`config.mk`:
```
export PLATFORM = sky130hd
export DESIGN_NAME = cam_rx_page_mgr
export DESIGN_NICKNAME = d
export VERILOG_FILES = /design/src/rtl/cam_rx_page_mgr.sv
export SDC_FILE = /design/constraint.sdc
export NUM_CORES = 1
export LEC_CHECK = 0
export BUFFER_PORTS_ARGS = -buffer_cell sky130_fd_sc_hd__buf_2
export CORE_MARGIN = 1.5
export CORE_UTILIZATION = 61
export CTS_BUF_LIST = sky130_fd_sc_hd__clkbuf_16
export DETAILED_ROUTE_END_ITERATION = 10
export PLACE_DENSITY = 0.86
export SYNTH_ARGS = -nofsm -noshare
export SYNTH_HDL_FRONTEND = slang
export SYNTH_SLANG_ARGS = --single-unit
export TNS_END_PERCENT = 5
```
`constraint.sdc`:
```
create_clock -name clk -period 7.8 [get_ports clk]
set_input_delay 1.17 -clock clk [delete_from_list [all_inputs] [get_ports clk]]
set_output_delay 1.17 -clock clk [all_outputs]
set_load 0.02 [all_outputs]
```
`src/rtl/cam_rx_page_mgr.sv`:
```
// cam_rx_page_mgr
//    Page-buffer controller between the camera byte stream and the rx RAM
//    read by the CSR block. Frames are cut into pages of pkt_size+1 bytes in
//    a ring of PAGE_NUM = 1<<PAGE_W pages held in an external 1R1W RAM.
//    Committed pages are handed to the CSR reader in order and freed on
//    rx_ram_rd_done. When the ring is full the frame is dropped and one
//    rx_ram_lost pulse is raised.
//
//    Optional feature macro: CAM_RX_FRAME_SEQ_EN -- 6-bit frame sequence
//    number stored in flags[5:0] of every page of a frame (0 when undefined).
//
// Ports
//    clk, reset_n                 clock, async active-low reset
//    pkt_size                     page size - 1, sampled when a page opens
//    wr_valid/data/sof/eof        camera byte stream, no backpressure
//    ram_wr_en/addr/data          RAM write port, addr = {page, byte index}
//    ram_rd_addr, ram_rd_data     RAM read port, addr = {rd_ptr, rx_ram_rd_addr}
//    rx_ram_rd_addr               CSR byte index within the head page
//    rx_ram_rd_done               free the head page
//    rx_clean_all                 flush the ring and drop any partial frame
//    rx_ram_rd_byte               read data to the CSR block
//    rx_ram_rd_flags              {last idx, sof, eof, seq} of head page
//    rx_ram_lost                  one pulse per dropped frame
//    rx_pending                   at least one committed page
//
// state  | meaning
// W_IDLE | between frames, waiting for sof
// W_FILL | page open, writing bytes at idx
// W_DROP | discarding the rest of a frame

module cam_rx_page_mgr #(
   parameter int PAGE_W = 2
) (
   input  logic                clk,
   input  logic                reset_n,
   input  logic [7:0]          pkt_size,
   input  logic                wr_valid,
   input  logic [7:0]          wr_data,
   input  logic                wr_sof,
   input  logic                wr_eof,
   output logic                ram_wr_en,
   output logic [PAGE_W+7:0]   ram_wr_addr,
   output logic [7:0]          ram_wr_data,
   output logic [PAGE_W+7:0]   ram_rd_addr,
   input  logic [7:0]          ram_rd_data,
   input  logic [7:0]          rx_ram_rd_addr,
   input  logic                rx_ram_rd_done,
   input  logic                rx_clean_all,
   output logic [7:0]          rx_ram_rd_byte,
   output logic [15:0]         rx_ram_rd_flags,
   output logic                rx_ram_lost,
   output logic                rx_pending
);

   localparam int PAGE_NUM = 1 << PAGE_W;
   localparam int CNT_W    = PAGE_W + 1;
   localparam int SUM_W    = PAGE_W + 2;

   typedef enum logic [1:0] {W_IDLE, W_FILL, W_DROP} w_state_t;

   w_state_t            state, state_n;
   logic [PAGE_W-1:0]   wr_ptr, rd_ptr, wr_pg;
   logic [CNT_W-1:0]    count;
   logic [7:0]          idx, idx_n, size_q, wr_idx;
   logic                page_sof;
   logic [15:0]         flags_q [PAGE_NUM];
   logic                lost_q, lost_n;
   logic                rd_ok, commit_a, commit_b, start_req, start_ok;
   logic                need_next, next_open, wr_en_c;
   logic [15:0]         flags_a, flags_b;
   logic [SUM_W-1:0]    cnt_rd;
   logic [5:0]          seq_now, seq_cur;

`ifdef CAM_RX_FRAME_SEQ_EN
   logic [5:0] seq_cnt, fseq_q;

   always_ff @(posedge clk or negedge reset_n) begin
      if (!reset_n) begin
         seq_cnt <= '0;
         fseq_q  <= '0;
      end else if (start_ok && !rx_clean_all) begin
         fseq_q  <= seq_cnt;
         seq_cnt <= seq_cnt + 6'd1;
      end
   end

   assign seq_now = seq_cnt;
   assign seq_cur = fseq_q;
`else
   assign seq_now = '0;
   assign seq_cur = '0;
`endif

   assign rd_ok  = rx_ram_rd_done && (count != '0);
   // A page freed in this clock is already available to the writer.
   assign cnt_rd = SUM_W'(count) - SUM_W'(rd_ok);

   // commit_a closes the page at wr_ptr; commit_b closes a page opened in
   // this same clock (single-byte page), which sits at wr_ptr + commit_a.
   always_comb begin
      state_n   = state;
      idx_n     = idx;
      commit_a  = 1'b0;
      commit_b  = 1'b0;
      flags_a   = '0;
      flags_b   = '0;
      wr_en_c   = 1'b0;
      wr_pg     = wr_ptr;
      wr_idx    = idx;
      start_req = 1'b0;
      start_ok  = 1'b0;
      need_next = 1'b0;
      next_open = 1'b0;
      lost_n    = 1'b0;
      if (wr_valid) begin
         unique case (state)
            W_IDLE: start_req = wr_sof;
            W_FILL: begin
               if (wr_sof) begin
                  // An empty continuation page is simply reused.
                  if (idx != 8'd0) begin
                     commit_a = 1'b1;
                     flags_a  = {idx - 8'd1, page_sof, 1'b0, seq_cur};
                  end
                  start_req = 1'b1;
               end else begin
                  wr_en_c = 1'b1;
                  if (wr_eof || idx == size_q) begin
                     commit_a = 1'b1;
                     flags_a  = {idx, page_sof, wr_eof, seq_cur};
                     if (wr_eof) state_n = W_IDLE;
                     else        need_next = 1'b1;
                  end else begin
                     idx_n = idx + 8'd1;
                  end
               end
            end
            W_DROP: begin
               if (wr_sof)      start_req = 1'b1;
               else if (wr_eof) state_n = W_IDLE;
            end
            default: state_n = W_IDLE;
         endcase

         if (start_req) begin
            if (cnt_rd + SUM_W'(commit_a) < SUM_W'(PAGE_NUM)) begin
               start_ok = 1'b1;
               wr_en_c  = 1'b1;
               wr_pg    = wr_ptr + PAGE_W'(commit_a);
               wr_idx   = 8'd0;
               state_n  = W_FILL;
               idx_n    = 8'd1;
               if (wr_eof || pkt_size == 8'd0) begin
                  commit_b = 1'b1;
                  flags_b  = {8'd0, 1'b1, wr_eof, seq_now};
                  if (wr_eof) state_n = W_IDLE;
                  else        need_next = 1'b1;
               end
            end else begin
               lost_n  = 1'b1;
               state_n = wr_eof ? W_IDLE : W_DROP;
            end
         end

         // Frame continues past a full page: open the next page or drop.
         if (need_next) begin
            if (cnt_rd + SUM_W'(commit_a) + SUM_W'(commit_b) < SUM_W'(PAGE_NUM)) begin
               next_open = 1'b1;
               state_n   = W_FILL;
               idx_n     = 8'd0;
            end else begin
               lost_n  = 1'b1;
               state_n = W_DROP;
            end
         end
      end
   end

   always_ff @(posedge clk or negedge reset_n) begin
      if (!reset_n) begin
         state    <= W_IDLE;
         wr_ptr   <= '0;
         rd_ptr   <= '0;
         count    <= '0;
         idx      <= '0;
         size_q   <= '0;
         page_sof <= 1'b0;
         lost_q   <= 1'b0;
         for (int i = 0; i < PAGE_NUM; i++) flags_q[i] <= '0;
      end else if (rx_clean_all) begin
         state    <= W_DROP;
         wr_ptr   <= '0;
         rd_ptr   <= '0;
         count    <= '0;
         idx      <= '0;
         lost_q   <= 1'b0;
         for (int i = 0; i < PAGE_NUM; i++) flags_q[i] <= '0;
      end else begin
         state  <= state_n;
         idx    <= idx_n;
         lost_q <= lost_n;
         if (start_ok || next_open) size_q <= pkt_size;
         page_sof <= next_open ? 1'b0 : (start_ok ? 1'b1 : page_sof);
         if (commit_a) flags_q[wr_ptr] <= flags_a;
         if (commit_b) flags_q[wr_ptr + PAGE_W'(commit_a)] <= flags_b;
         wr_ptr <= wr_ptr + PAGE_W'(commit_a) + PAGE_W'(commit_b);
         rd_ptr <= rd_ptr + PAGE_W'(rd_ok);
         count  <= count + CNT_W'(commit_a) + CNT_W'(commit_b) - CNT_W'(rd_ok);
      end
   end

   assign ram_wr_en       = wr_en_c && !rx_clean_all;
   assign ram_wr_addr     = {wr_pg, wr_idx};
   assign ram_wr_data     = wr_data;
   assign ram_rd_addr     = {rd_ptr, rx_ram_rd_addr};
   assign rx_ram_rd_byte  = ram_rd_data;
   assign rx_ram_rd_flags = (count != '0) ? flags_q[rd_ptr] : 16'h0000;
   assign rx_ram_lost     = lost_q;
   assign rx_pending      = (count != '0);

endmodule

```
==> results of run 1 <==
## Yosys cell counts (4+ instances only)
library cell	n
and2_1	26
ha_1	17
and3_1	4
or2_2	5
dfrtp_1	91
nor2_1	56
xor2_1	10
a211oi_1	8
buf_2	15
nor3b_1	4
inv_1	15
a21oi_1	24
nor2b_1	33
nand3_1	11
mux2_2	9
mux2i_1	17
o21ai_0	11
or4_1	6
mux4_2	16
a31oi_1	4
nand2_1	44
nor4_4	4
nor3_1	12
buf_4	29
clkbuf_1	15
xnor2_1	12
## per-layer routing
metal / GRT usage [%] / routed length [µm] / vias up
met5: 0 / 0 / -
met4: 9.56 / 270 / 0
met3: 4.80 / 854 / 36
met2: 44.9 / 6070 / 155
met1: 35.5 / 5050 / 1976
li1: - / - / 1880
## sequential cells by signal, summed over array words and instances (netlist names)
name         flops
count            3
rd_ptr           2
size_q           8
state            2
wr_ptr           2
rx_ram_lost      1
page_sof         1
flags_q         64
idx              8
## path summary, 6_finish.rpt
check / depth (start not counted) / start / endpoint / slack [ps]
max in group asynchronous: 1 / reset_n / idx[1] / 6030
setup / recovery: 15 / wr_sof / ram_wr_addr[8] / 1520
min in group asynchronous: 1 / reset_n / flags_q[33] / 1030
hold / removal: 1 / flags_q[19] / flags_q[19] / 490
setup reg to reg: 20 / idx[3] / count[2] / 2360
hold reg to reg: 1 / flags_q[19] / flags_q[19] / 490
## final cells by class
type | instances | share of cell area, %
Clock buffer | 9 | 3.87
Inverter | 15 | 0.968
Tap cell | 108 | 2.32
Sequential cell | 91 | 39.1
Multi-Input combinational cell | 382 | 48.4
Clock inverter | 7 | 1.12
Timing Repair Buffer | 47 | 4.17
## power by group through the flow
stage	clock network [mW]	logic, mW	registers (mW)
floorplan	0	0.365	0.549
global placement	0	0.400	0.582
detailed placement	0	0.416	0.586
CTS	0.430	0.419	0.577
global route	0.448	0.465	0.585
finish	0.425	0.418	0.576
## logic make-up after synthesis
group,Yosys count
mux,42
flops,91
simple gates,223
fa+ha+maj,19
compound gates,76
buf+inv,76
xor+xnor,22
## critical path, delay by kind of cell
| family | cells | cell delay [ps] |
|---|---|---|
| adder cells (fa/ha/maj) | 3 | 870 |
| multiplexers | 2 | 620 |
| AO/OA/AOI/OAI | 1 | 570 |
| buffers and inverters | 4 | 540 |
| AND/OR/NAND/NOR | 5 | 1340 |
## stage by stage
step           total power, mW  area, µm²  hold WS [ps]  std cells  setup slack (ps)
2_1_floorplan            0.914       5520           448        549              2280
3_3_place_gp             0.983       5530           463        643              1750
3_5_place_dp              1.00       5530           468        643              1580
4_1_cts                   1.43       5820           490        659              1560
5_1_grt                   1.50       5820           507        659              1280
6_report                  1.42       5820           486        659              1520
## cell usage in the layout (no fill, tap or decap), types with 3 or more instances in the layout
master,netlist,routed
a211oi_1,8,8
a21oi_1,24,24
a31o_2,3,3
a31oi_1,4,4
a41o_1,3,3
and2_1,26,26
and3_1,4,4
buf_2,15,44
buf_4,29,3
clkbuf_16,0,9
dfrtp_1,91,91
ha_1,17,17
inv_1,15,15
mux2_2,9,9
mux2i_1,17,17
mux4_2,16,16
nand2_1,44,44
nand2b_1,3,3
nand3_1,11,11
nand4_1,3,3
nor2_1,56,56
nor2b_1,33,33
nor3_1,12,11
nor3b_1,4,4
nor4_1,3,3
nor4_4,4,4
o21ai_0,11,11
or2_2,5,5
or4_1,6,6
xnor2_1,12,12
xor2_1,10,10
==> Flow_metrics.wiki, run 1 <==
{| class="wikitable"
! Metric !! Value
|-
| Result of the run || complete, no violations
|-
| Cts repair resizes || 0
|-
| Mapped Nets || between 600 and 700
|-
| Initial antenna violation count || 0
|-
| Largest family of logic cells by synthesized area || simple AND/OR/NAND/NOR gates
|-
| Footprint of the flip-flops and latches || 2280 µm²
|-
| Most used flip-flop cell after synthesis || dfrtp_1
|-
| Hold violation total from the final report || 0
|-
| Overall routing resource usage || 26.9%
|-
| Synthesis warning total || 0
|-
| Number of instances in the synthesized netlist || between 500 and 600
|-
| Power density cells || about 240 nW/µm²
|-
| Number of enable-type register cells in the synthesized netlist || 0
|-
| Multiplexer share of the synthesized area || approximately 11%
|-
| Clock period minus worst slack || ~6300 ps
|-
| Setup_tns || 0 ps
|-
| Final-report max-slew violation count || 0
|-
| Internal power summed over all cells || between 0.9 and 1 mW
|-
| Via count normalized by instance count || approximately 6.1
|-
| Number of I/O port buffers || between 40 and 50
|-
| Static leakage || between 2 and 3 nW
|-
| Sequential share of power || approximately two fifths
|-
| Fraction of synthesized cell area in xor and xnor cells || approximately 3.5%
|-
| Crit end category || primary output
|-
| Relative area change from synthesis to final layout || 5.46%
|-
| Fraction of layout instances using a drive strength above 1 || about 19%
|-
| Required time of the critical path || roughly 6600 ps
|-
| Core region area || 8760 µm²
|-
| Post-route clock skew || 6.37 ps
|-
| Period Utilization, post-route || roughly four fifths
|-
| Setup Crit Path Kind || in2out
|-
| Area used by multi-input combinational logic || 2820 µm²
|-
| Cts hold-fix bufs || 0
|-
| Clock latency reported for the late side of the worst-skew pair || around 340 ps
|-
| CP Launch Type || primary input
|-
| Adder-cell area share of the yosys netlist || about 4.6%
|-
| H-tree depth || 3
|-
| Die span in y || ~100 µm
|-
| Register clock-pin slew on the reported worst setup and hold paths || 70 ps
|-
| Yosys cell types || 57
|-
| Number of design-rule violations left by the first detailed-router iteration || 234
|-
| Cell type contributing the most total cell area after synthesis || dfrtp_1
|-
| Worst-case vdd ir drop || 0.171 mV
|-
| Switching power summed over all nets || 0.509 mW
|-
| DRC Markers || 0
|-
| Post-synth top area share || between 40% and 50%
|-
| FF+latch count, synth || approximately 90
|-
| # Max-Cap Violations || 0
|-
| Filler cells || slightly below 700
|-
| Utilization after layout || 66.4%
|-
| CTS sink cnt || 91
|-
| HPWL after detailed placement || a little over 8000 µm
|-
| Biggest area contributors in the synthesized netlist || dfrtp_1 (41%), mux4_2 (6.5%), buf_4 (3.9%), ha_1 (3.9%), nor2_1 (3.8%)
|-
| Die width || between 90 and 100 µm
|-
| Count of final setup violators || 0
|-
| CP Cell Sequence || buf_2, nand3b_1, nor3b_4, nor2_1, nand2_1, ha_1, inv_1, ha_1, inv_1, fa_1, or3b_2, mux2i_1, o211a_1, mux2_2, buf_2
|-
| Relative contribution of combinational cells to total power || between 20% and 30%
|-
| Setup fix buffers added after clock tree synthesis || 0
|-
| Simple-gate area share of the yosys netlist || roughly 22%
|-
| Antenna cell count || 0
|-
| WL/cell || roughly 19 µm
|-
| Hold/Removal Path Class || reg2reg
|-
| Switching power share of the total || roughly 36%
|-
| Row count || 34
|-
| Via count of the routed design || around 4000
|-
| Die Area || between 9000 and 10000 µm²
|-
| RSZ-0062 raised after global routing || no
|-
| Number of clock buffers inserted by TritonCTS || 9
|-
| Global-route wire length before repair || 20700 µm
|-
| Number of nets still failing antenna checks after routing || 0
|-
| Compound-gate portion of the synthesized area || under 10%
|-
| Worst rel slew slack || between 10% and 20%
|-
| Layout Nets || a little over 600
|-
| Part of the total power dissipated in the clock network || between 30% and 40%
|-
| Weighted congestion at the end of routability-driven global placement || just under 0.9
|-
| Share of the yosys chip area belonging to registers || about 41%
|-
| Length of the first detailed-routing pass in iterations || 5
|-
| Wire length reported by the detailed router || around 12000 µm
|-
| Pin count of the biggest net entering global routing || approximately 90
|-
| Cell at the root of the clock tree || clkbuf_16
|-
| Biggest cell delay along the critical path || between 500 and 600 ps
|-
| Arrival time at the worst endpoint || about 5100 ps
|-
| Critical-path cell with the highest stage delay || o211a_1
|-
| Clock Path Buffers || 2
|-
| Cell Area, Synth || 5520 µm²
|-
| Io pins || between 90 and 100
|-
| Upper clock frequency limit || between 150 and 200 MHz
|-
| Final global-route overflow total || 0
|-
| Number of global-route vias before repair || around 4200
|-
| Mean post-synth cell area || approximately 10 µm²
|-
| Crit-path max FO || 17
|-
| Initial core utilization || 63.0%
|-
| CTS tree || built
|-
| Share of synthesized registers carrying an async set or reset || 100%
|-
| Slew of the pin with the lowest slew margin || between 1000 and 1500 ps
|}
Power figures use the tool's default switching activity.
==> inputs of run 2 (changes only) <==
--- a/config.mk
+++ b/config.mk
@@ -7,10 +7,10 @@
 export LEC_CHECK = 0
 export BUFFER_PORTS_ARGS = -buffer_cell sky130_fd_sc_hd__buf_2
 export CORE_MARGIN = 1.5
-export CORE_UTILIZATION = 61
+export CORE_UTILIZATION = 51
 export CTS_BUF_LIST = sky130_fd_sc_hd__clkbuf_16
 export DETAILED_ROUTE_END_ITERATION = 10
-export PLACE_DENSITY = 0.86
+export PLACE_DENSITY = 0.76
 export SYNTH_ARGS = -nofsm -noshare
 export SYNTH_HDL_FRONTEND = slang
 export SYNTH_SLANG_ARGS = --single-unit
==> constraint.sdc (replaced) <==
create_clock -name clk -period 5.26 [get_ports clk]
set_input_delay 0.789 -clock clk [delete_from_list [all_inputs] [get_ports clk]]
set_output_delay 0.789 -clock clk [all_outputs]
set_load 0.02 [all_outputs]
==> Flow_metrics.wiki, run 2 (same netlist as run 1, synthesis figures left out) <==
{| class="wikitable"
! Metric !! Value
|-
| Result of the run || complete, no violations
|-
| Cell Count Post-Placement || 681 (+5.9%)
|-
| Filler cells || 902 (+33%)
|-
| Clock latency reported for the late side of the worst-skew pair || 350 ps (about the same)
|-
| Arrival time at the worst endpoint || 4300 ps (-810 ps)
|-
| DRC Markers || 0 (unchanged)
|-
| H-tree depth || 3 (unchanged)
|-
| Summed area of non-filler cells in the final layout || 6030 µm² (+3.6%)
|-
| Worst hold slack after final layout || 485 ps (-0.841 ps)
|-
| Switching power share of the total || 35.3% (-0.55 points)
|-
| Period Utilization, post-route || between 90 and 100%
|-
| Worst slack, placed || 80.8 ps (-1500 ps)
|-
| Tot Pwr || 2.22 mW (+56%)
|-
| Worst-case vdd ir drop || 0.208 mV (+21%)
|-
| Pin count of the biggest net entering global routing || 92 (unchanged)
|-
| Count of final setup violators || 0 (unchanged)
|-
| Area used by multi-input combinational logic || 2830 µm² (+0.40%)
|-
| Final global-route overflow total || 0 (unchanged)
|-
| Highest-count cells in the layout ignoring fill and taps || dfrtp_1 (87), nor2_1 (56), nand2_1 (44), buf_2 (44), nor2b_1 (33)
|-
| Number of nets still failing antenna checks after routing || 0 (unchanged)
|-
| CTS sink cnt || 91 (unchanged)
|-
| Global-route wire length before repair || 20700 µm (+0.37%)
|-
| Utilization after layout || 57.9% (-8.5 points)
|-
| RSZ-0062 raised after global routing || no
|-
| Via count normalized by instance count || 5.86 (-4.6%)
|-
| Layout Nets || 622 (+3.0%)
|-
| Footprint of the flip-flops and latches || 2280 µm² (+0.22%)
|-
| Slew of the pin with the lowest slew margin || 1150 ps (-182 ps)
|-
| Most common library cell in the layout ignoring fill and taps || dfrtp_1
|-
| Number of global-route vias before repair || 4031 (-3.2%)
|-
| Cell at the root of the clock tree || clkbuf_16
|-
| Relative area change from synthesis to final layout || 9.25%
|-
| Relative contribution of combinational cells to total power || 30.3% (+0.8 points)
|-
| Initial antenna violation count || 0 (unchanged)
|-
| Switching power summed over all nets || 0.784 mW (+54%)
|-
| Row count || 37 (+8.8%)
|-
| Number of design-rule violations left by the first detailed-router iteration || 281 (+20%)
|-
| Part of the total power dissipated in the clock network || 31.1% (+1.1 points)
|-
| Weighted congestion at the end of routability-driven global placement || 0.871 (-0.51%)
|-
| Antenna cell count || 0 (unchanged)
|-
| Number of clock buffers inserted by TritonCTS || 9 (unchanged)
|-
| Power density cells || 368 nW/µm² (+51%)
|-
| CP Launch Type || flip-flop
|-
| CP Cell Sequence || nor4_1, nor3b_4, nor2_1, nand2_1, ha_1, inv_1, ha_1, inv_1, fa_1, or3b_2, mux2i_2, o211a_4, mux2_2, buf_2
|-
| Hold violation total from the final report || 0 (unchanged)
|-
| Via count of the routed design || 4129 (+2.0%)
|-
| Setup_tns || 0 ps (unchanged)
|-
| Required time of the critical path || 4470 ps (-2160 ps)
|-
| Worst rel slew slack || 23.3% (+13 points)
|-
| Core region area || 10400 µm² (+19%)
|-
| Register with the most flip-flops || flags_q
|-
| Wire length reported by the detailed router || 12500 µm (+2.1%)
|-
| Cell area after placement || 5640 µm² (+2.0%)
|-
| Io pins || 94 (unchanged)
|-
| Fraction of layout instances using a drive strength above 1 || 22.8% (+3.6 points)
|-
| Setup Crit Path Kind || reg2out
|-
| Clock Path Buffers || 2 (unchanged)
|-
| WL/cell || 17.7 µm (-4.6%)
|-
| Worst setup slack after layout || 175 ps (-1340 ps)
|-
| HPWL after detailed placement || 8570 µm (+3.1%)
|-
| Static leakage || 2.79 nW (+3.5%)
|-
| Biggest cell delay along the critical path || 500 ps (-70 ps)
|-
| Critical-path cell with the highest stage delay || dfrtp_1
|-
| Sequential share of power || 38.5% (-2.1 points)
|-
| Non-Filler Instances || 705 (+7.0%)
|-
| Cell count of the worst reg-to-reg path || 19 (-5.0%)
|-
| Number of I/O port buffers || 45 (unchanged)
|-
| Initial core utilization || 53.0% (-10 points)
|-
| Upper clock frequency limit || approximately 200 MHz
|-
| # Max-Cap Violations || 0 (unchanged)
|-
| Overall routing resource usage || 23.1% (-3.8 points)
|-
| CTS tree || built
|-
| Crit-path max FO || 9 (-8)
|-
| Hold/Removal Path Class || reg2reg
|-
| Register clock-pin slew on the reported worst setup and hold paths || 70 ps (about the same)
|-
| Die width || 107 µm (+9.1%)
|-
| Clock period minus worst slack || around 5100 ps
|-
| Crit end category || primary output
|-
| Die Area || 11500 µm² (+19%)
|-
| Final-report max-slew violation count || 0 (unchanged)
|-
| Depth of the worst hold-timing path || 1 (unchanged)
|-
| Flip-flop count of the largest register, all copies and words added || 64 (unchanged)
|-
| Internal power summed over all cells || 1.44 mW (+58%)
|-
| Post-route clock skew || 7.95 ps (+1.58 ps)
|-
| Die span in y || 107 µm (+9.1%)
|-
| Length of the first detailed-routing pass in iterations || 4 (-1)
|-
| Biggest registers after layout || flags_q: 64 flops, idx: 8 flops, size_q: 8 flops
|}
==> run 2: cell types whose count changed in the layout (fill, tap and decap cells not counted), sizes merged <==
cell / before / now
buf: 47 / 65
bufinv: 0 / 1
clkinv: 2 / 0
clkinvlp: 1 / 0
inv: 19 / 21
==> run 2: area by class of cell <==
cell class | count | share of cell area [%]
inverter | 15 | 0.934
multi-input combinational | 382 | 46.9
timing repair buffer | 65 | 6.27
sequential | 91 | 37.9
tap | 136 | 2.82
clock buffer | 9 | 3.74
clock inverter | 7 | 1.45
==> run 2: path summary, 6_finish.rpt <==
path,from,end,slack [ps]
hold / removal,flags_q[33],flags_q[33],480
min in group asynchronous,reset_n,flags_q[17],650
hold reg to reg,flags_q[33],flags_q[33],480
setup / recovery,idx[5],ram_wr_addr[8],170
max in group asynchronous,reset_n,idx[0],3770
setup reg to reg,idx[5],count[2],460
==> run 2: what timing repair did <==
action / 4_1_cts / 5_1_grt
buffers inserted: 4 / 4
hold buffers: 0 / 0
resized for setup: 1 / 6
pin swaps: 3 / 2
setup endpoints to repair: 10 / 11
==> run 2: routing by layer <==
layer	GRT usage (%)	vias to the layer above	part of all wire, %
met1	31.1	2038	44
met3	4.86	34	5.1
met4	7.43	0	2.0
met5	0	-	0
li1	-	1917	-
met2	37.6	140	49
==> run 2: power by group through the flow <==
stage          clock, mW  combinational [mW]  sequential (mW)
6_report           0.691               0.673            0.855
5_1_grt            0.727               0.743            0.869
4_1_cts            0.702               0.655            0.857
3_5_place_dp           0               0.635            0.870
3_3_place_gp           0               0.615            0.867
2_1_floorplan          0               0.541            0.814
==> run 2: critical path, delay by kind of cell (launching register included) <==
| family | cells | cell delay [ps] |
|---|---|---|
| fa+ha+maj | 3 | 860 |
| buf+inv | 3 | 290 |
| mux | 2 | 590 |
| flops | 1 | 500 |
| simple gates | 5 | 1480 |
| compound gates | 1 | 230 |
==> inputs of run 3 (changes only) <==
--- a/config.mk
+++ b/config.mk
@@ -7,10 +7,10 @@
 export LEC_CHECK = 0
 export BUFFER_PORTS_ARGS = -buffer_cell sky130_fd_sc_hd__buf_2
 export CORE_MARGIN = 1.5
-export CORE_UTILIZATION = 51
+export CORE_UTILIZATION = 57
 export CTS_BUF_LIST = sky130_fd_sc_hd__clkbuf_16
 export DETAILED_ROUTE_END_ITERATION = 10
-export PLACE_DENSITY = 0.76
+export PLACE_DENSITY = 0.81
 export SYNTH_ARGS = -nofsm -noshare
 export SYNTH_HDL_FRONTEND = slang
 export SYNTH_SLANG_ARGS = --single-unit
==> constraint.sdc (replaced) <==
create_clock -name clk -period 4.85 [get_ports clk]
set_input_delay 0.7275 -clock clk [delete_from_list [all_inputs] [get_ports clk]]
set_output_delay 0.7275 -clock clk [all_outputs]
set_load 0.02 [all_outputs]
==> Flow_metrics.wiki, run 3 (same netlist as run 1, synthesis figures left out) <==
{| class="wikitable"
! Metric !! Value
|-
| Result of the run || complete, no violations
|-
| Arrival time at the worst endpoint || 3910 ps (-390 ps)
|-
| Biggest cell delay along the critical path || 460 ps (-40 ps)
|-
| Die Area || 10300 µm² (-10%)
|-
| CTS sink cnt || 91 (unchanged)
|-
| Utilization after layout || 65.3% (+7.4 points)
|-
| Critical-path cell with the highest stage delay || dfrtp_2
|-
| Core region area || 9330 µm² (-10%)
|-
| Weighted congestion at the end of routability-driven global placement || 0.951 (+9.2%)
|-
| CP Depth || 15 (+1)
|-
| Die span in y || 101 µm (-5.3%)
|-
| Crit-path max FO || 7 (-2)
|-
| Cell count of the worst reg-to-reg path || 21 (+2)
|-
| Number of clock buffers inserted by TritonCTS || 9 (unchanged)
|-
| Number of global-route vias before repair || 4323 (+7.2%)
|-
| Number of I/O port buffers || 45 (unchanged)
|-
| Most common library cell in the layout ignoring fill and taps || dfrtp_1
|-
| Initial core utilization || 59.2% (+6.2 points)
|-
| Cts hold-fix bufs || 0 (unchanged)
|-
| Worst-case vdd ir drop || 0.303 mV (+46%)
|-
| Cell at the root of the clock tree || clkbuf_16
|-
| Global-route wire length before repair || 21400 µm (+3.0%)
|-
| Power density cells || 388 nW/µm² (+5.3%)
|-
| Clock Path Buffers || 2 (unchanged)
|-
| Number of design-rule violations left by the first detailed-router iteration || 270 (-3.9%)
|-
| Clock latency reported for the late side of the worst-skew pair || 340 ps (about the same)
|-
| Static leakage || 2.84 nW (+1.7%)
|-
| # Max-Cap Violations || 0 (unchanged)
|-
| Clock period minus worst slack || about 4600 ps
|-
| Cell occurring most often along the worst timing path || inv_1
|-
| Count of final setup violators || 0 (unchanged)
|-
| Buffering stage count on the worst path with inverters included || 3 (unchanged)
|-
| Fraction of layout instances using a drive strength above 1 || 24.8% (+1.9 points)
|-
| Number of nets still failing antenna checks after routing || 0 (unchanged)
|-
| Destination of the worst register-to-register timing path || count[2]
|-
| Upper clock frequency limit || about 220 MHz
|-
| Setup Crit Path Kind || reg2out
|-
| Cell class contributing the biggest share of worst-path delay || simple AND/OR/NAND/NOR gates
|-
| Antenna cell count || 0 (unchanged)
|-
| Final-report max-slew violation count || 0 (unchanged)
|-
| CP Capture Point || ram_wr_addr[8]
|-
| Relative area change from synthesis to final layout || 10.4%
|-
| Register clock-pin slew on the reported worst setup and hold paths || 70 ps (about the same)
|-
| Hold/Removal Path Class || in2async
|-
| Register with the most flip-flops || flags_q
|-
| Via count of the routed design || 4278 (+3.6%)
|-
| Launch point of the worst reg-to-reg path || idx[1]
|-
| Required time of the critical path || 4120 ps (-350 ps)
|-
| Worst rel slew slack || 27.4% (+4.1 points)
|-
| Length of the first detailed-routing pass in iterations || 5 (+1)
|-
| Biggest registers after layout || flags_q: 64 flops, idx: 8 flops, size_q: 8 flops
|-
| Overall routing resource usage || 26.8% (+3.7 points)
|-
| Slack of the worst reg-to-reg path || 360 ps (-100 ps)
|-
| Row count || 35 (-5.4%)
|-
| Post-route clock skew || 8.99 ps (+1.04 ps)
|-
| Via count normalized by instance count || 6.03 (+2.9%)
|-
| DRC Markers || 0 (unchanged)
|-
| CTS tree || built
|-
| Wire length reported by the detailed router || 12900 µm (+3.3%)
|-
| Cell area after placement || 5710 µm² (+1.2%)
|-
| Tot Pwr || 2.36 mW (+6.4%)
|-
| Highest-count cells in the layout ignoring fill and taps || dfrtp_1 (88), nor2_1 (55), nand2_1 (44), buf_2 (44)
|-
| WL/cell || 18.2 µm (+2.6%)
|-
| Pin count of the biggest net entering global routing || 48 (-48%)
|-
| Layout Nets || 634 (+1.9%)
|-
| Final global-route overflow total || 0 (unchanged)
|-
| Critical path launch point || idx[1]
|-
| Crit end category || primary output
|-
| CP Cell Sequence || xor2_1, nor4_4, a211oi_4, nor2_2, nand2_1, ha_1, inv_1, ha_2, inv_1, fa_2, or3b_4, mux2i_4, o211a_1, mux2_2, buf_2
|-
| Slew of the pin with the lowest slew margin || 1090 ps (-61.2 ps)
|-
| Summed area of non-filler cells in the final layout || 6090 µm² (+1.1%)
|-
| Initial antenna violation count || 0 (unchanged)
|-
| CP Launch Type || flip-flop
|-
| Hold violation total from the final report || 0 (unchanged)
|-
| Io pins || 94 (unchanged)
|-
| Setup_tns || 0 ps (unchanged)
|-
| HPWL after detailed placement || 9070 µm (+5.8%)
|-
| Die width || 101 µm (-5.3%)
|-
| Period Utilization, post-route || 95.6%
|-
| H-tree depth || 3 (unchanged)
|-
| Flip-flop count of the largest register, all copies and words added || 64 (unchanged)
|}
[run 3: changes by cell type in the layout (fill, tap and decap cells not counted), moves of 2 or more]
cell	delta
buf_4	+12
clkinv_4	+2
ha_1	-2
ha_2	+2
inv_6	-2
inv_8	-2
[run 3: worst reg2reg max path, cell delays in order (launching register included)]
cell and delay, ps:
dfrtp_2 460, xor2_1 180, nor4_4 360, a211oi_4 120
nor2_2 120, nand2_1 90, ha_1 290, inv_1 70
ha_2 190, inv_1 60, fa_2 350, or3b_4 390
mux2i_4 160, o211a_1 220, buf_4 130, and2_1 220
xnor2_1 150, ha_1 180, a21oi_1 50, fa_1 380
xor2_1 140, nor2_1 50
[run 3: repair_timing]
action / CTS / global route
setup buffers: 6 / 4
pin swaps: 3 / 5
gates resized for setup: 4 / 7
endpoints found under the setup margin: 12 / 12
[run 3: how the worst min path moves through the flow]
stage                  endpoint  cells past startpoint
global placement    flags_q[18]                      1
global route        flags_q[52]                      1
CTS                 flags_q[52]                      1
finish              flags_q[52]                      1
detailed placement  flags_q[19]                      1
floorplan              count[0]                      0
[run 3: metal layers]
layer | global-route usage, % | routed length, µm | vias up
met2 | 46.5 | 6600 | 163
met4 | 11.2 | 311 | 0
met3 | 4.35 | 729 | 41
met1 | 33.5 | 5280 | 2135
li1 | - | - | 1939
met5 | 0 | 0 | -
[run 3: metrics by stage]
step | instances | setup WS (ps) | hold slack, ps
2_1_floorplan | 549 | 92.3 | 432
3_3_place_gp | 684 | 153 | 463
3_5_place_dp | 684 | 9.50 | 468
4_1_cts | 706 | 32.5 | 415
5_1_grt | 710 | -6.65 | 434
6_report | 710 | 214 | 390
[run 3: area by class of cell]
class                      instances  area (µm²)
sequential                        91        2280
tap                              129         161
fill                             710        3240
inverter                          15        56.3
clock buffer                       9         225
timing repair buffer              77         468
multi-input combinational        382        2850
clock inverter                     7        51.3
[run 3: where the power goes]
part | internal, mW | leakage (nW) | switching, mW
Combinational | 0.353 | 1.46 | 0.426
Sequential | 0.820 | 1.24 | 0.103
Clock | 0.350 | 0.134 | 0.309
